<file path="src/rtl/dac_frame_sequencer.sv">
// dac_frame_sequencer
// Plays telemetry word pairs from a double-buffered frame RAM onto two 8-bit DAC
// buses with a shared latch clock, one word per word_tick. Also drives the
// frame-base marker and arbitrates bank swaps with the frame writer.
//
// Ports
//   clk80       system clock, rising edge
//   reset       asynchronous active-low reset
//   enable      playout enable (level)
//   word_tick   one-cycle strobe requesting the next word pair
//   rd_addr     frame RAM read address {bank, word_cnt}
//   rd_data     RAM read data (latency 1); low half -> DAC1, high half -> DAC2
//   swap_req    writer bank-swap request (level, held until swap_ack)
//   swap_ack    one-cycle pulse when the bank toggles
//   dac1_data   DAC1 data bus
//   dac2_data   DAC2 data bus
//   dac_clk     shared DAC latch clock
//   frame_mark  high while one of the leading words of a frame is on the buses
//   word_idx    index of the word currently on the buses
//   tick_lost   sticky flag: a tick arrived while a word was still in progress
module dac_frame_sequencer #(
    parameter int unsigned WORDS_PER_FRAME = 128,
    parameter int unsigned ADDR_W          = 7,
    parameter int unsigned DATA_W          = 8,
    parameter int unsigned CLK_HI_CYCLES   = 4,
    parameter int unsigned MARK_WORDS      = 1
) (
    input  logic                  clk80,
    input  logic                  reset,
    input  logic                  enable,
    input  logic                  word_tick,
    output logic [ADDR_W:0]       rd_addr,
    input  logic [2*DATA_W-1:0]   rd_data,
    input  logic                  swap_req,
    output logic                  swap_ack,
    output logic [DATA_W-1:0]     dac1_data,
    output logic [DATA_W-1:0]     dac2_data,
    output logic                  dac_clk,
    output logic                  frame_mark,
    output logic [ADDR_W-1:0]     word_idx,
    output logic                  tick_lost
);

    localparam int unsigned CNT_W = $clog2(CLK_HI_CYCLES + 1);
    localparam logic [CNT_W-1:0]  HI_LAST   = CNT_W'(CLK_HI_CYCLES);
    localparam logic [ADDR_W-1:0] LAST_WORD = ADDR_W'(WORDS_PER_FRAME - 1);
    localparam logic [ADDR_W:0]   MARK_LIM  = (ADDR_W + 1)'(MARK_WORDS);

    typedef enum logic [1:0] {
        S_IDLE   = 2'd0,
        S_FETCH  = 2'd1,
        S_STROBE = 2'd2
    } state_t;

    state_t            state;
    state_t            state_nxt;
    logic [CNT_W-1:0]  hi_cnt;
    logic [ADDR_W-1:0] word_cnt;
    logic              bank;

    logic capture_c;
    logic last_c;
    logic clk_hi_nxt_c;
    logic wrap_c;
    logic swap_c;
    logic lost_c;
    logic idle_clear_c;

    assign rd_addr = {bank, word_cnt};

    // State register
    always_ff @(posedge clk80 or negedge reset) begin
        if (!reset) begin
            state <= S_IDLE;
        end else begin
            state <= state_nxt;
        end
    end

    // Next-state logic
    always_comb begin
        state_nxt = state;
        case (state)
            S_IDLE:   if (word_tick && enable) state_nxt = S_FETCH;
            S_FETCH:  state_nxt = S_STROBE;
            S_STROBE: if (hi_cnt == HI_LAST) state_nxt = S_IDLE;
            default:  state_nxt = S_IDLE;
        endcase
    end

    // Control decode. STROBE lasts CLK_HI_CYCLES+1 cycles: the first is the
    // data setup cycle, dac_clk is high for the remaining ones.
    always_comb begin
        capture_c    = 1'b0;
        last_c       = 1'b0;
        clk_hi_nxt_c = 1'b0;
        wrap_c       = 1'b0;
        swap_c       = 1'b0;
        lost_c       = 1'b0;
        idle_clear_c = 1'b0;
        case (state)
            S_IDLE: begin
                idle_clear_c = !enable;
                // swap_ack high means the writer has not yet seen the last ack
                swap_c       = !enable && swap_req && !swap_ack;
            end
            S_FETCH: begin
                capture_c = 1'b1;
                lost_c    = word_tick;
            end
            S_STROBE: begin
                last_c       = (hi_cnt == HI_LAST);
                clk_hi_nxt_c = !last_c;
                wrap_c       = last_c && (word_cnt == LAST_WORD);
                swap_c       = wrap_c && swap_req;
                lost_c       = word_tick;
            end
            default: ;
        endcase
    end

    // Strobe-length counter
    always_ff @(posedge clk80 or negedge reset) begin
        if (!reset) begin
            hi_cnt <= '0;
        end else if (state == S_STROBE && !last_c) begin
            hi_cnt <= hi_cnt + CNT_W'(1);
        end else begin
            hi_cnt <= '0;
        end
    end

    // Word counter and bank select
    always_ff @(posedge clk80 or negedge reset) begin
        if (!reset) begin
            word_cnt <= '0;
            bank     <= 1'b0;
            swap_ack <= 1'b0;
        end else begin
            if (last_c) begin
                word_cnt <= wrap_c ? '0 : word_cnt + ADDR_W'(1);
            end else if (idle_clear_c) begin
                word_cnt <= '0;
            end
            if (swap_c) begin
                bank <= ~bank;
            end
            swap_ack <= swap_c;
        end
    end

    // DAC output registers
    always_ff @(posedge clk80 or negedge reset) begin
        if (!reset) begin
            dac1_data  <= '0;
            dac2_data  <= '0;
            word_idx   <= '0;
            frame_mark <= 1'b0;
            dac_clk    <= 1'b0;
            tick_lost  <= 1'b0;
        end else begin
            if (capture_c) begin
                dac1_data  <= rd_data[DATA_W-1:0];
                dac2_data  <= rd_data[2*DATA_W-1:DATA_W];
                word_idx   <= word_cnt;
                frame_mark <= ({1'b0, word_cnt} < MARK_LIM);
            end
            dac_clk <= clk_hi_nxt_c;
            if (lost_c) begin
                tick_lost <= 1'b1;
            end
        end
    end

endmodule
</file>
<file path="config.mk">
export PLATFORM = sky130hd
export DESIGN_NAME = dac_frame_sequencer
export DESIGN_NICKNAME = d
export VERILOG_FILES = /design/src/rtl/dac_frame_sequencer.sv
export SDC_FILE = /design/constraint.sdc
export NUM_CORES = 1
export LEC_CHECK = 0
export ABC_AREA = 1
export ABC_CLOCK_PERIOD_IN_PS = 1350
export BUFFER_PORTS_ARGS = -buffer_cell sky130_fd_sc_hd__buf_2
export CAP_MARGIN = 5
export CELL_PAD_IN_SITES_DETAIL_PLACEMENT = 2
export CELL_PAD_IN_SITES_GLOBAL_PLACEMENT = 2
export CORE_UTILIZATION = 26
export DETAILED_ROUTE_END_ITERATION = 8
export PLACE_DENSITY_LB_ADDON = 0.1
export REMOVE_ABC_BUFFERS = 1
export SETUP_SLACK_MARGIN = 0.4
export SYNTH_ARGS = -nofsm -noshare
export SYNTH_HDL_FRONTEND = slang
export SYNTH_SLANG_ARGS = --single-unit
</file>
<file path="constraint.sdc">
create_clock -name clk80 -period 1.35 [get_ports clk80]
set_input_delay 0.135 -clock clk80 [delete_from_list [all_inputs] [get_ports clk80]]
set_output_delay 0.135 -clock clk80 [all_outputs]
set_load 0.02 [all_outputs]
</file>
======== After elaboration in Yosys (flattened, before gate mapping) ========
Cells that the tools add are included.
cells by class
  add/sub/neg operators ................... 2
  magnitude comparators ................... 1
  eq/ne operators ......................... 6
  muxes and demuxes ....................... 14
  bitwise logic cells ..................... 1
  reductions and logical operators ........ 14
operators by type and width
  operator                                                                       number
  7-bit two-way mux                                                              3
  7-bit by 1-bit adder with 7-bit output (second input constant)                 1
  7-bit == test (second input constant)                                          1
  7-bit by 1-bit less-than comparator with 1-bit output (second input constant)  1
  1-bit logical AND                                                              6
  1-bit two-way mux                                                              6
  2-bit case mux with 3 select lines                                             1
  1-bit zero test                                                                4
  2-bit two-way mux                                                              2
  2-bit inequality test (second input constant)                                  2
  3-bit by 1-bit adder with 3-bit output (second input constant)                 1
  3-bit == test (second input constant)                                          1
  3-bit two-way mux                                                              1
  2-bit by 1-bit == test with 1-bit output (second input constant)               1
  2-bit == test (second input constant)                                          1
  2-bit zero test                                                                1
  1-bit case mux with 2 select lines                                             1
  2-bit AND reduction                                                            1
  2-bit nonzero test                                                             1
  2-bit OR reduction                                                             1
  1-bit inverter                                                                 1
word-level totals
  register bits after elaboration ......... 40
  logic and storage cells ................. 49

======== Depth between registers and ports, before layout ========
  word-level depth ........................ 5
  gate-level depth with buffers ........... 9
  mapped depth without buffers ............ 9

======== Worst setup path after synthesis ========
OpenSTA, ideal clock, no wires.
  kind .................................... reg-to-reg
  from .................................... register word_cnt[0]
  to ...................................... register word_cnt[5]
  arrival ................................. 1.203 ns
  data required time ...................... 1.234 ns
  setup slack ............................. 0.032 ns
  stages on the path, launching flop included .. 9
  buffers on the path ..................... 0
  period minus slack after synthesis ...... 1.318 ns
  path through ............................ dfrtp_1 ha_1 nand3_2 inv_2 nand2_1 nand2_2 inv_2 nand3_2 nand2_2
between the ends
  word-level cells in the longest chain between the ends .. 5
  elaborated cells between the ends (all ways) .. 6
ends and longest elaborated chain
  element                                                                         line  RTL
  from (decl)                                                                     58    logic [ADDR_W-1:0] word_cnt;
  from (signal assigned)                                                          141   word_cnt <= wrap_c ? '0 : word_cnt + ADDR_W'(1);
  branches (longest 3 deep; another with 7-bit by 1-bit adder with 7-bit output)  --
  7-bit two-way mux (*)                                                           141
  7-bit two-way mux (*)                                                           140   if (last_c) begin
Every way passes the cells marked *.
A chain may end at the register's enable or synchronous reset.

======== Worst setup path after layout ========
  from .................................... register hi_cnt[0]
  to ...................................... register word_cnt[0]
between the ends
  word-level cells in the longest chain between the ends .. 5
  elaborated cells between the ends (all ways) .. 7
ends and longest elaborated chain
  element                 line  RTL
  from (decl)             57    logic [CNT_W-1:0] hi_cnt;
  from (signal assigned)  127   hi_cnt <= hi_cnt + CNT_W'(1);
  3-bit == test (*)       112   last_c = (hi_cnt == HI_LAST);
  1-bit logical AND       114   wrap_c = last_c && (word_cnt == LAST_WORD);
  1-bit two-way mux       101   case (state)
  7-bit two-way mux       141
  7-bit two-way mux       140
Mark *: on every way between the ends. The rest lies on a longest branch, timed or not.

==> impl_summary.log <==
INFO  metric core_region_area = 6460 µm²
INFO  metric clockRootBuffer = clkbuf_8
INFO  metric chipWidth = 84.3 µm
INFO  metric crit_slowest_cell = dfrtp_1
INFO  metric finalCoreUtilization = 51.5%
INFO  metric worst-path-max-fanout = 6
INFO  metric synth_common_cells = nand2_1 (70), dfrtp_1 (40), inv_1 (16)
INFO  metric power.ir.vdd_worst = 0.00108 V
INFO  metric hold_path.class = in2reg
INFO  metric main_combinational_cell_family_by_area_after_synthesis = simple AND/OR/NAND/NOR gates
INFO  metric dpl_worst_slack = -0.0833 ns
INFO  metric initial_antenna_violation_count = 0
INFO  metric synth_ff_type = dfrtp_1
INFO  metric startpoint_type = register
INFO  metric synth_cell_type_count = 25
INFO  metric vias_in_the_first_global_route = 1906
INFO  metric timing.critical_path.cells = inv_1, ha_2, nand2_4, nor2_4, inv_2, nand2_4, inv_2, nand2_1, o21ai_1
INFO  metric synth.yosys.seq_area_share = 56.8%
INFO  metric hold-worst-slack = 0.0335 ns
INFO  metric placement.io_buffers = 55
INFO  metric drt_pass1_iterations = 8
INFO  metric leakagePower = 1.69 nW
INFO  metric cellPowerDensity = 2080 nW/µm²
INFO  metric critical_path_arrival = 1.54 ns
INFO  metric setup.worst_path.end_class = register
INFO  metric synth_top_area_cell = dfrtp_1
INFO  metric clk_path_buf_depth = 2
INFO  metric syn_area_per_cell = 9.13 µm²
INFO  metric synthArstFlopShare = 100%
INFO  metric slew-limit-headroom = 72.9%
INFO  metric path_clk_slew = 0.08 ns
INFO  metric final-hold-violation-count = 0
INFO  metric wl = 6.74 mm
INFO  metric cts_buffers = 5
INFO  metric yosys.cell_count.top_type = nand2_1
INFO  metric number_of_nets_in_the_layout = 337
INFO  metric timing.setup.critical_path_class = reg2reg
INFO  metric total_power = 0.00692 W
INFO  metric fp.dieH = 84.3 µm
INFO  metric avgRoutedWirePerCell = 17.4 µm
INFO  metric crit_required = 1.54 ns
INFO  metric grt_pass1_wl = 9.43 mm
INFO  metric muxShareOfSynthArea = 0%
INFO  metric run_status = finished with violations
INFO  metric worst_skew_pair.late_latency = 0.30 ns
INFO  metric total_met3_wirelength_after_detailed_routing = 195 µm
INFO  metric htree_num_levels = 2
INFO  metric grt_usage = 17.2%
INFO  metric clock-sinks = 40
INFO  metric areaGrowthSynthToFinish = 88.6%
INFO  metric post_synth_main_area_contributors = dfrtp_1 (57%), nand2_1 (15%), ha_1 (5.0%)
INFO  metric antennaDiodeCount = 0
INFO  metric post-synth-top-area-fraction = 56.8%
INFO  metric number_of_standard_cell_rows_in_the_floorplan = 29
INFO  metric design.die.area = 7110 µm²
INFO  metric final.setup_skew = 0.00500 ns
INFO  metric synthXorXnorAreaFrac = 1.99%
INFO  metric tritoncts = done
INFO  metric detailroute.via_count = 1745
INFO  metric place.gp.congestion = 0.694
INFO  metric drt_iter0_markers = 75
INFO  metric drc = 7
INFO  metric mappedNetlistArea = 1760 µm²
INFO  metric met2_length = 3.89 mm
INFO  metric finalCritPeriodShare = 99.3%
INFO  metric io_pins = 56
INFO  metric initial_utilization = 27.3%
INFO  metric violations = design-rule violations
INFO  metric synth_adder_area_share = 4.97%
INFO  metric synth-edff-count = 0
INFO  metric viasPerCell = 4.51
INFO  metric synthesis.yosys.warnings = 0
INFO  metric detailed_placement_hpwl = 3.28 mm
INFO  metric yosys.area_share.simple = 23.2%
INFO  metric finalWorstPathRequiredPeriod = 1.34 ns
INFO  metric filler_cell_count = 678
INFO  metric topRoutingLayerUsed = met4
INFO  metric crit_path_max_incr_delay = 0.40 ns
INFO  metric drt-met1-wl = 2.59 mm
INFO  metric timing_limited_maximum_frequency = 746 MHz
INFO  metric grt_start_max_net_pins = 28
INFO  metric grt_remaining_overflow = 0
INFO  metric max_cap_violations = 0
INFO  metric slew_violations = 0
INFO  metric synth_cells = 193
INFO  metric drt.antenna.violating_nets = 0
INFO  metric final_layout_size_suffix_gt1_share = 63.9%
INFO  metric worst_slew_pin_slew = 0.407 ns
INFO  metric final-setup-viol-count = 0
INFO  metric grt_setup_unrepaired = yes
INFO  metric synth-compound-area-share = 5.97%
INFO  metric finalWorstSetupSlack = 0.00905 ns
INFO  metric ys_seq_elements = 40
cell families (layout without fill, tap and decap cells):
group | after synthesis | count (layout)
simple gates | 94 | 94
buf+inv | 29 | 146
xor+xnor | 4 | 4
flops | 40 | 40
fa+ha+maj | 7 | 7
compound gates | 19 | 19
power breakdown:
group / switching, W / internal (W) / total [W]
Clock: 0.000453 / 0.000549 / 0.00100
Combinational: 0.00201 / 0.00207 / 0.00408
Sequential: 0.000290 / 0.00155 / 0.00184
Total: 0.00275 / 0.00416 / 0.00692
path summary, 6_finish.rpt:
path | from | to | slack [ns] | cells after the start
setup / recovery | hi_cnt[0]$_DFF_PN0_ | word_cnt[0]$_DFFE_PN0P_ | 0.009 | 9
hold / removal | rd_data[2] | dac1_data[2]$_DFFE_PN0N_ | 0.03 | 3
setup reg to reg | hi_cnt[0]$_DFF_PN0_ | word_cnt[0]$_DFFE_PN0P_ | 0.009 | 9
hold reg to reg | dac2_data[1]$_DFFE_PN0N_ | dac2_data[1]$_DFFE_PN0N_ | 0.53 | 2
max in group asynchronous | reset | word_cnt[2]$_DFFE_PN0P_ | 0.57 | 3
min in group asynchronous | reset | word_idx[5]$_DFFE_PN0N_ | 0.29 | 2
per-layer routing:
metal	GRT usage, %	vias up
met5	0	-
met4	3.29	0
met3	3.44	5
met2	32.3	33
met1	20.4	882
li1	-	825
cells in the final DEF, fill, tap and decap left out, types with 3 or more instances in the layout:
cell and n:
ha_2 3, nor2_1 5, o21ai_2 6, buf_6 41, clkbuf_8 5, nand3_2 3, inv_1 13, nand3_1 4
nand2_4 15, nand2_2 31, o21ai_1 7, buf_12 6, ha_4 3, buf_2 20, inv_2 6, buf_4 43
nand2_1 30, dfrtp_1 39
worst max-delay path: cells and delay by family (launching register included):
family          cells  cell delay (ns)
simple gates        4             0.36
flops               1             0.40
buf+inv             3             0.21
compound gates      1             0.06
fa+ha+maj           1             0.20
final cells by class:
| class | count | area, µm² | share of cell area (%) |
|---|---|---|---|
| repair inverters | 2 | 31.3 | 0.941 |
| repair buffers | 113 | 1070 | 32.2 |
| clock buffers | 6 | 72.6 | 2.18 |
| well taps | 77 | 96.3 | 2.90 |
| clock inverters | 2 | 35.0 | 1.05 |
| multi-input cells | 124 | 893 | 26.9 |
| inverters | 23 | 123 | 3.69 |
| flip-flops and latches | 40 | 1000 | 30.2 |
stage by stage:
stage                     setup TNS [ns]  instance area, µm²  instances
after floorplan                    -1.73                1730        187
after global placement            -0.100                2170        327
after detailed placement          -0.353                2170        327
after CTS                              0                2970        368
after global routing              -0.573                3320        387
final                                  0                3320        387
repair_timing:
| action | CTS | global route |
|---|---|---|
| endpoints found under the hold margin | 13 | 0 |
| buffers inserted | 28 | 19 |
| hold buffers | 1 | 0 |
| gates cloned | 4 | 0 |
| gates resized for setup | 121 | 50 |
| pin swaps | 12 | 12 |
| endpoints found under the setup margin | 75 | 75 |
flip-flops by register name, indices dropped and copies added, names as in the netlist:
name / flops
bank: 1
dac1_data: 8
dac2_data: 8
dac_clk: 1
frame_mark: 1
hi_cnt: 3
state: 2
swap_ack: 1
tick_lost: 1
word_cnt: 7
word_idx: 7
(Power assumes the default switching activity.)
